### src/rtl/sine_phase_pkg.sv
// Shared types, constants and helpers for the sine phase folder.
// Quadrant encoding, dither LFSR constants, the Galois LFSR step and the
// triangle fold that maps a quadrant/fraction pair onto x in [-1,1).
package sine_phase_pkg;

  typedef enum logic [1:0] {
    Q0 = 2'd0,
    Q1 = 2'd1,
    Q2 = 2'd2,
    Q3 = 2'd3
  } quad_e;

  localparam logic [15:0] LFSR_MASK  = 16'hB400;
  localparam logic [15:0] LFSR_SEED  = 16'hACE1;

  // Widest output sample the fold helper supports.
  localparam int          FOLD_MAX_W = 32;

  // One step of a right-shifting Galois LFSR.
  function automatic logic [15:0] lfsr_next(input logic [15:0] state);
    logic [15:0] nxt;
    nxt = {1'b0, state[15:1]};
    if (state[0]) begin
      nxt = nxt ^ LFSR_MASK;
    end else begin
      nxt = nxt;
    end
    return nxt;
  endfunction

  // Fold a quadrant and (dwidth-1)-bit fraction into a two's complement
  // triangle sample. The caller keeps the low dwidth bits of the result.
  // The single out-of-range point (+1.0 at the quadrant 1 start) saturates.
  function automatic logic [FOLD_MAX_W-1:0] fold_arg(
    input quad_e                   quad,
    input logic [FOLD_MAX_W-1:0]   frac,
    input int unsigned             dwidth
  );
    logic [FOLD_MAX_W-1:0] half;
    logic [FOLD_MAX_W-1:0] x;
    half = FOLD_MAX_W'(1'b1) << (dwidth - 32'd1);
    case (quad)
      Q0: x = frac;
      Q1: begin
        if (frac == {FOLD_MAX_W{1'b0}}) begin
          x = half - FOLD_MAX_W'(1'b1);
        end else begin
          x = half - frac;
        end
      end
      Q2:      x = {FOLD_MAX_W{1'b0}} - frac;
      Q3:      x = frac - half;
      default: x = {FOLD_MAX_W{1'b0}};
    endcase
    return x;
  endfunction

endpackage

### src/rtl/sine_phase_fold_if.sv
// Output sample stream of the phase folder: data, valid, ready.
interface sine_phase_fold_if #(
  parameter int G_DWIDTH = 16
);

  logic [G_DWIDTH-1:0] dout;
  logic                dout_valid;
  logic                dout_ready;

  modport master (
    output dout,
    output dout_valid,
    input  dout_ready
  );

  modport slave (
    input  dout,
    input  dout_valid,
    output dout_ready
  );

endinterface

### src/rtl/lfsr16.sv
// 16-bit Galois LFSR used to dither the low phase bits.
// Seeded on reset and stepped only when requested.
module lfsr16
  import sine_phase_pkg::*;
(
  input  logic        clk,
  input  logic        reset_n,
  input  logic        step,
  output logic [15:0] state
);

  logic [15:0] state_r;

  // Advance one Galois step per request, hold otherwise.
  always_ff @(posedge clk or negedge reset_n) begin
    if (!reset_n) begin
      state_r <= LFSR_SEED;
    end else if (step) begin
      state_r <= lfsr_next(state_r);
    end else begin
      state_r <= state_r;
    end
  end

  assign state = state_r;

endmodule

### src/rtl/sine_phase_fold.sv
// Phase accumulator and quadrant folder feeding the sine evaluator.
// Each pipeline advance samples the accumulator, then folds it into a
// triangle argument x in [-1,1) (or passes the raw phase MSBs in bypass).
// Optional build macro: SINE_PHASE_DITHER_EN adds LFSR dither to the
// sampled phase (the accumulator itself is never dithered).
module sine_phase_fold
  import sine_phase_pkg::*;
#(
  parameter int G_PWIDTH = 32,
  parameter int G_DWIDTH = 16
) (
  input  logic                 clk,
  input  logic                 reset_n,
  input  logic                 enable,
  input  logic                 bypass,
  input  logic [G_PWIDTH-1:0]  phase_inc,
  input  logic                 phase_load,
  input  logic [G_PWIDTH-1:0]  phase_load_val,
  sine_phase_fold_if.master    bus
);

  // Only the top G_DWIDTH+1 phase bits reach the output; lower bits are
  // truncated, so the first stage keeps just those.
  localparam int S1W = G_DWIDTH + 1;

  logic [G_PWIDTH-1:0] acc_r;
  logic [S1W-1:0]      s1_phase_r;
  logic                s1_valid_r;
  logic [G_DWIDTH-1:0] dout_r;
  logic                dout_valid_r;

  logic                advance_s;
  logic [G_PWIDTH-1:0] dither_s;
  logic [G_DWIDTH-1:0] sample_s;

  assign advance_s = enable & (~dout_valid_r | bus.dout_ready);

`ifdef SINE_PHASE_DITHER_EN
  localparam int DITH_RAW = G_PWIDTH - G_DWIDTH - 1;
  localparam int DITH_W   = (DITH_RAW < 16) ? DITH_RAW : 16;
  localparam logic [G_PWIDTH-1:0] DITH_MASK =
    (G_PWIDTH'(1'b1) << DITH_W) - G_PWIDTH'(1'b1);

  logic [15:0] lfsr_state_s;
  logic        lfsr_step_s;

  // A load suppresses the advance, so the LFSR does not step on it.
  assign lfsr_step_s = advance_s & ~phase_load;

  lfsr16 u_lfsr (
    .clk     (clk),
    .reset_n (reset_n),
    .step    (lfsr_step_s),
    .state   (lfsr_state_s)
  );

  assign dither_s = G_PWIDTH'(lfsr_state_s) & DITH_MASK;
`else
  assign dither_s = {G_PWIDTH{1'b0}};
`endif

  // Map the sampled phase to the output word: folded triangle or sawtooth.
  always_comb begin
    sample_s = {G_DWIDTH{1'b0}};
    if (bypass) begin
      sample_s = s1_phase_r[S1W-1:1];
    end else begin
      sample_s = G_DWIDTH'(fold_arg(quad_e'(s1_phase_r[S1W-1:S1W-2]),
                                    FOLD_MAX_W'(s1_phase_r[S1W-3:0]),
                                    G_DWIDTH));
    end
  end

  // Accumulator and two-stage pipeline: load beats advance, disable flushes.
  always_ff @(posedge clk or negedge reset_n) begin
    if (!reset_n) begin
      acc_r        <= {G_PWIDTH{1'b0}};
      s1_phase_r   <= {S1W{1'b0}};
      s1_valid_r   <= 1'b0;
      dout_r       <= {G_DWIDTH{1'b0}};
      dout_valid_r <= 1'b0;
    end else if (phase_load) begin
      acc_r        <= phase_load_val;
      s1_valid_r   <= 1'b0;
      dout_valid_r <= 1'b0;
    end else if (advance_s) begin
      acc_r        <= acc_r + phase_inc;
      s1_phase_r   <= S1W'((acc_r + dither_s) >> (G_PWIDTH - S1W));
      s1_valid_r   <= 1'b1;
      dout_r       <= sample_s;
      dout_valid_r <= s1_valid_r;
    end else if (!enable) begin
      s1_valid_r   <= 1'b0;
      dout_valid_r <= 1'b0;
    end else begin
      acc_r        <= acc_r;
      s1_valid_r   <= s1_valid_r;
      dout_valid_r <= dout_valid_r;
    end
  end

  assign bus.dout       = dout_r;
  assign bus.dout_valid = dout_valid_r;

endmodule

### src/flat_wrapper.sv
// flat-port wrapper written by rule: the top's interface ports become plain ports
module sine_phase_fold_flat import sine_phase_pkg::*;
#(
  parameter int G_PWIDTH = 32,
  parameter int G_DWIDTH = 16
)
  (clk, reset_n, enable, bypass, phase_inc, phase_load, phase_load_val, bus_dout, bus_dout_valid, bus_dout_ready);
  sine_phase_fold_if #(.G_DWIDTH(G_DWIDTH)) bus_i ();
  input  logic clk;
  input  logic reset_n;
  input  logic enable;
  input  logic bypass;
  input  logic [G_PWIDTH-1:0] phase_inc;
  input  logic phase_load;
  input  logic [G_PWIDTH-1:0] phase_load_val;
  output wire logic [$bits(bus_i.dout)-1:0] bus_dout;
  output wire logic [$bits(bus_i.dout_valid)-1:0] bus_dout_valid;
  input wire logic [$bits(bus_i.dout_ready)-1:0] bus_dout_ready;
  assign bus_dout = bus_i.dout;
  assign bus_dout_valid = bus_i.dout_valid;
  assign bus_i.dout_ready = bus_dout_ready;
  sine_phase_fold #(.G_PWIDTH(G_PWIDTH), .G_DWIDTH(G_DWIDTH)) u_core (.clk(clk), .reset_n(reset_n), .enable(enable), .bypass(bypass), .phase_inc(phase_inc), .phase_load(phase_load), .phase_load_val(phase_load_val), .bus(bus_i));
endmodule
### config.mk
export PLATFORM = sky130hd
export DESIGN_NAME = sine_phase_fold_flat
export DESIGN_NICKNAME = d
export VERILOG_FILES = /design/src/rtl/sine_phase_pkg.sv /design/src/rtl/sine_phase_fold_if.sv /design/src/rtl/lfsr16.sv /design/src/rtl/sine_phase_fold.sv /design/src/flat_wrapper.sv
export SDC_FILE = /design/constraint.sdc
export NUM_CORES = 1
export LEC_CHECK = 0
export ABC_AREA = 1
export CORE_UTILIZATION = 59
export DETAILED_ROUTE_END_ITERATION = 8
export PLACE_DENSITY = 0.9
export SLEW_MARGIN = 20
export SYNTH_ARGS = -nofsm -noshare
export SYNTH_HDL_FRONTEND = slang
export SYNTH_SLANG_ARGS = --single-unit
### constraint.sdc
create_clock -name clk -period 3.84 [get_ports clk]
set_input_delay 0.96 -clock clk [delete_from_list [all_inputs] [get_ports clk]]
set_output_delay 0.96 -clock clk [all_outputs]
set_load 0.02 [all_outputs]
==> run metrics <==
Place WS=764 ps; Critical Path Slowest Stage Cell=clkdlybuf4s50_1; highest routed layer=met4; final core occ=74.9%; Netlist cell types=38; post-CTS sizing=0; Residual DRC=0; pwr dens=460 nW/um2; post-synthesis cell area=5500 um2; clock buffer depth=2; CP max stage delay=410 ps; LEAKAGE=3.48 nW; f_max=362 MHz; Vert. Die Dim=98.5 um; Final WS setup=1080 ps; startpoint types=primary input; Post-Synth XOR/XNOR Area=2.23%; complex-gate fraction of the synthesized area=14.3%; sw power=1.30 mW; Seq/Total Area, Yosys=30.5%; Post-Syn Instances=866; area share of fa/ha/maj cells after synthesis=7.65%; ys async rst share=100%; Wirelength per Cell=14.6 um; RSZ-0062 raised after global routing=false; Initial DRC Count=375; number of enable flip-flop cells after synthesis=0; Die X=98.5 um; wire length on met2=7.22 mm; clk_skew=12.0 ps; post-route ant nets=0; post-synthesis simple-gate area fraction=35.3%; initial antenna violation count=0; combinational power share=46.9%; Clock Power Share=21.7%; vias in the first global route=5,626; # nets final=1,053; post-DR vias/cell=5.55; critical path cell sequence=clkdlybuf4s50_1 > ha_1 > fa_1 > nand2_1 > nand2_1 > nand3b_1 > nand2_1 > nand2_1 > nand3_1 > xnor2_1 > nand2_1 > nand2_1 > nand2_1; min Tclk post-route=2760 ps; first-pass GRT wire length=26.2 mm; worst hold slack=480 ps; final instance area=6660 um2; Max-Cap Viols=0; status=complete, no violations; routability congestion estimate from global placement=0.988; IO buf count=86; routed via count=5,898; Clock Root Buffer=clkbuf_8; Seq pwr share=31.4%; Synth Register Bits=67; final wirelength=15.5 mm; initial core utilization=61.8%; switching fraction of total power=42.4%; Fin. Hold Viols=0; DP HPWL=11.7 mm; Slew headroom=62.2%; VDD IR max=217 uV; M1 wire length=6.69 mm; Placed Area=6450 um2; Cells after DPL=1,047; share of cells above drive strength 1=4.82%; num rows=34; CTS Hold Buffers Added=0; Layout area overhead=21.1%; antenna cells=0; H-tree depth=3; grt ovf=0; worst hold path class=reg2reg; Main synth FF type=dfrtp_1; final setup fails=0; worst slew pin tran=567 ps; Syn Nets=969; CTS Buf Count=9; Final period util=71.9%; Crit path top cell by count=nand2_1; All-Layer GR Usage=33.7%; Post-CTS Setup Bufs=0; DIE AREA=9710 um2; Final Max Slew Viols=0; met3 WL=1.15 mm; Critical Path Fanout Max=5; most common cell after layout, fill and taps aside=nand2_1; Mean Syn Cell Area=6.35 um2; total power draw=3.06 mW; most frequent cells in the layout=nand2_1, inv_1, clkdlybuf4s50_1; crit end category=flop; Placeable Area=8890 um2; Int Power=1.77 mW; Final Non-Filler Cells=1,062; setup tns final=0 ps; Data arrival, critical path=3000 ps; largest family of logic cells by synthesized area=simple AND/OR/NAND/NOR gates; clk sink count=67; post-synthesis mux area share=0%; CTS tree=built; TritonRoute pass-1 iters=7; CP Class=in2reg; CP required=4080 ps; Synth Warn #=0; I/O Pins=87; largest net degree at the start of global routing=59; clock latency on the worst-skew pair=350 ps; clock transition at the registers of the reported paths=80 ps
power groups by stage:
stage | Sequential (mW) | Combinational [mW] | Clock (mW)
2_1_floorplan | 1.00 | 0.933 | 0
3_3_place_gp | 0.966 | 1.37 | 0
3_5_place_dp | 0.971 | 1.40 | 0
4_1_cts | 0.959 | 1.41 | 0.669
5_1_grt | 0.980 | 1.60 | 0.704
6_report | 0.962 | 1.44 | 0.665
flip-flops by register name, indices dropped and copies added, names as in the netlist:
signal / cells
u_core.acc_r: 32
u_core.bus.dout: 16
u_core.bus.dout_valid: 1
u_core.s1_valid_r: 1
u_core.s1_phase_r: 17
metal layers:
metal,global-route usage [%],up-vias
li1,-,2912
met1,44.3,2688
met2,56.7,260
met3,4.96,38
met4,12.4,0
met5,0,-
synth_stat cells, types with 2 or more instances:
master    count  share of area (%)
nand2_1     308                 21
inv_1       121                8.3
nor2_1       70                4.8
dfrtp_1      67                 30
o21ai_0      64                5.8
nand3_1      56                5.1
a21oi_1      54                4.9
ha_1         32                7.3
clkbuf_1     11               0.75
o21bai_1     11                1.5
xnor2_1       7                1.1
xor2_1        7                1.1
buf_2         6               0.55
nand3b_1      5               0.68
nand4_1       5               0.57
nor2_2        5               0.57
nand2_2       4               0.46
o211ai_1      4               0.55
nor3_1        3               0.27
nor3_2        3               0.55
o21ai_2       3               0.48
a31oi_1       2               0.23
inv_2         2               0.14
nor2_4        2               0.41
worst max-delay path: cells and delay by family:
| kind | cells | cell delay [ps] |
|---|---|---|
| xor+xnor | 1 | 150 |
| fa+ha+maj | 2 | 630 |
| buf+inv | 1 | 410 |
| simple gates | 9 | 840 |
worst paths after layout:
path                                startpoint                     to  slack (ps)  depth (start not counted)
max                               phase_inc[0]       u_core.acc_r[14]        1080                         13
min                        u_core.bus.dout[13]    u_core.bus.dout[13]         480                          2
max reg2reg                    u_core.acc_r[0]       u_core.acc_r[14]        1710                         12
min reg2reg                u_core.bus.dout[13]    u_core.bus.dout[13]         480                          2
max in group asynchronous              reset_n       u_core.acc_r[10]        2520                          2
min in group asynchronous              reset_n  u_core.bus.dout_valid         590                          1
final cells by class:
cell class / instances / area, um2
Inverter: 123 / 462
Tap cell: 108 / 135
Clock buffer: 9 / 124
Timing Repair Buffer: 92 / 901
Fill cell: 726 / 2230
Sequential cell: 67 / 1680
Multi-Input combinational cell: 657 / 3270
Clock inverter: 6 / 90.1
kinds of logic after synthesis:
kind of cell,after synthesis
buffers and inverters,142
XOR/XNOR,14
AO/OA/AOI/OAI,143
adder cells (fa/ha/maj),33
AND/OR/NAND/NOR,467
flip-flops,67
Note: power is estimated with default switching activity, not from simulation.
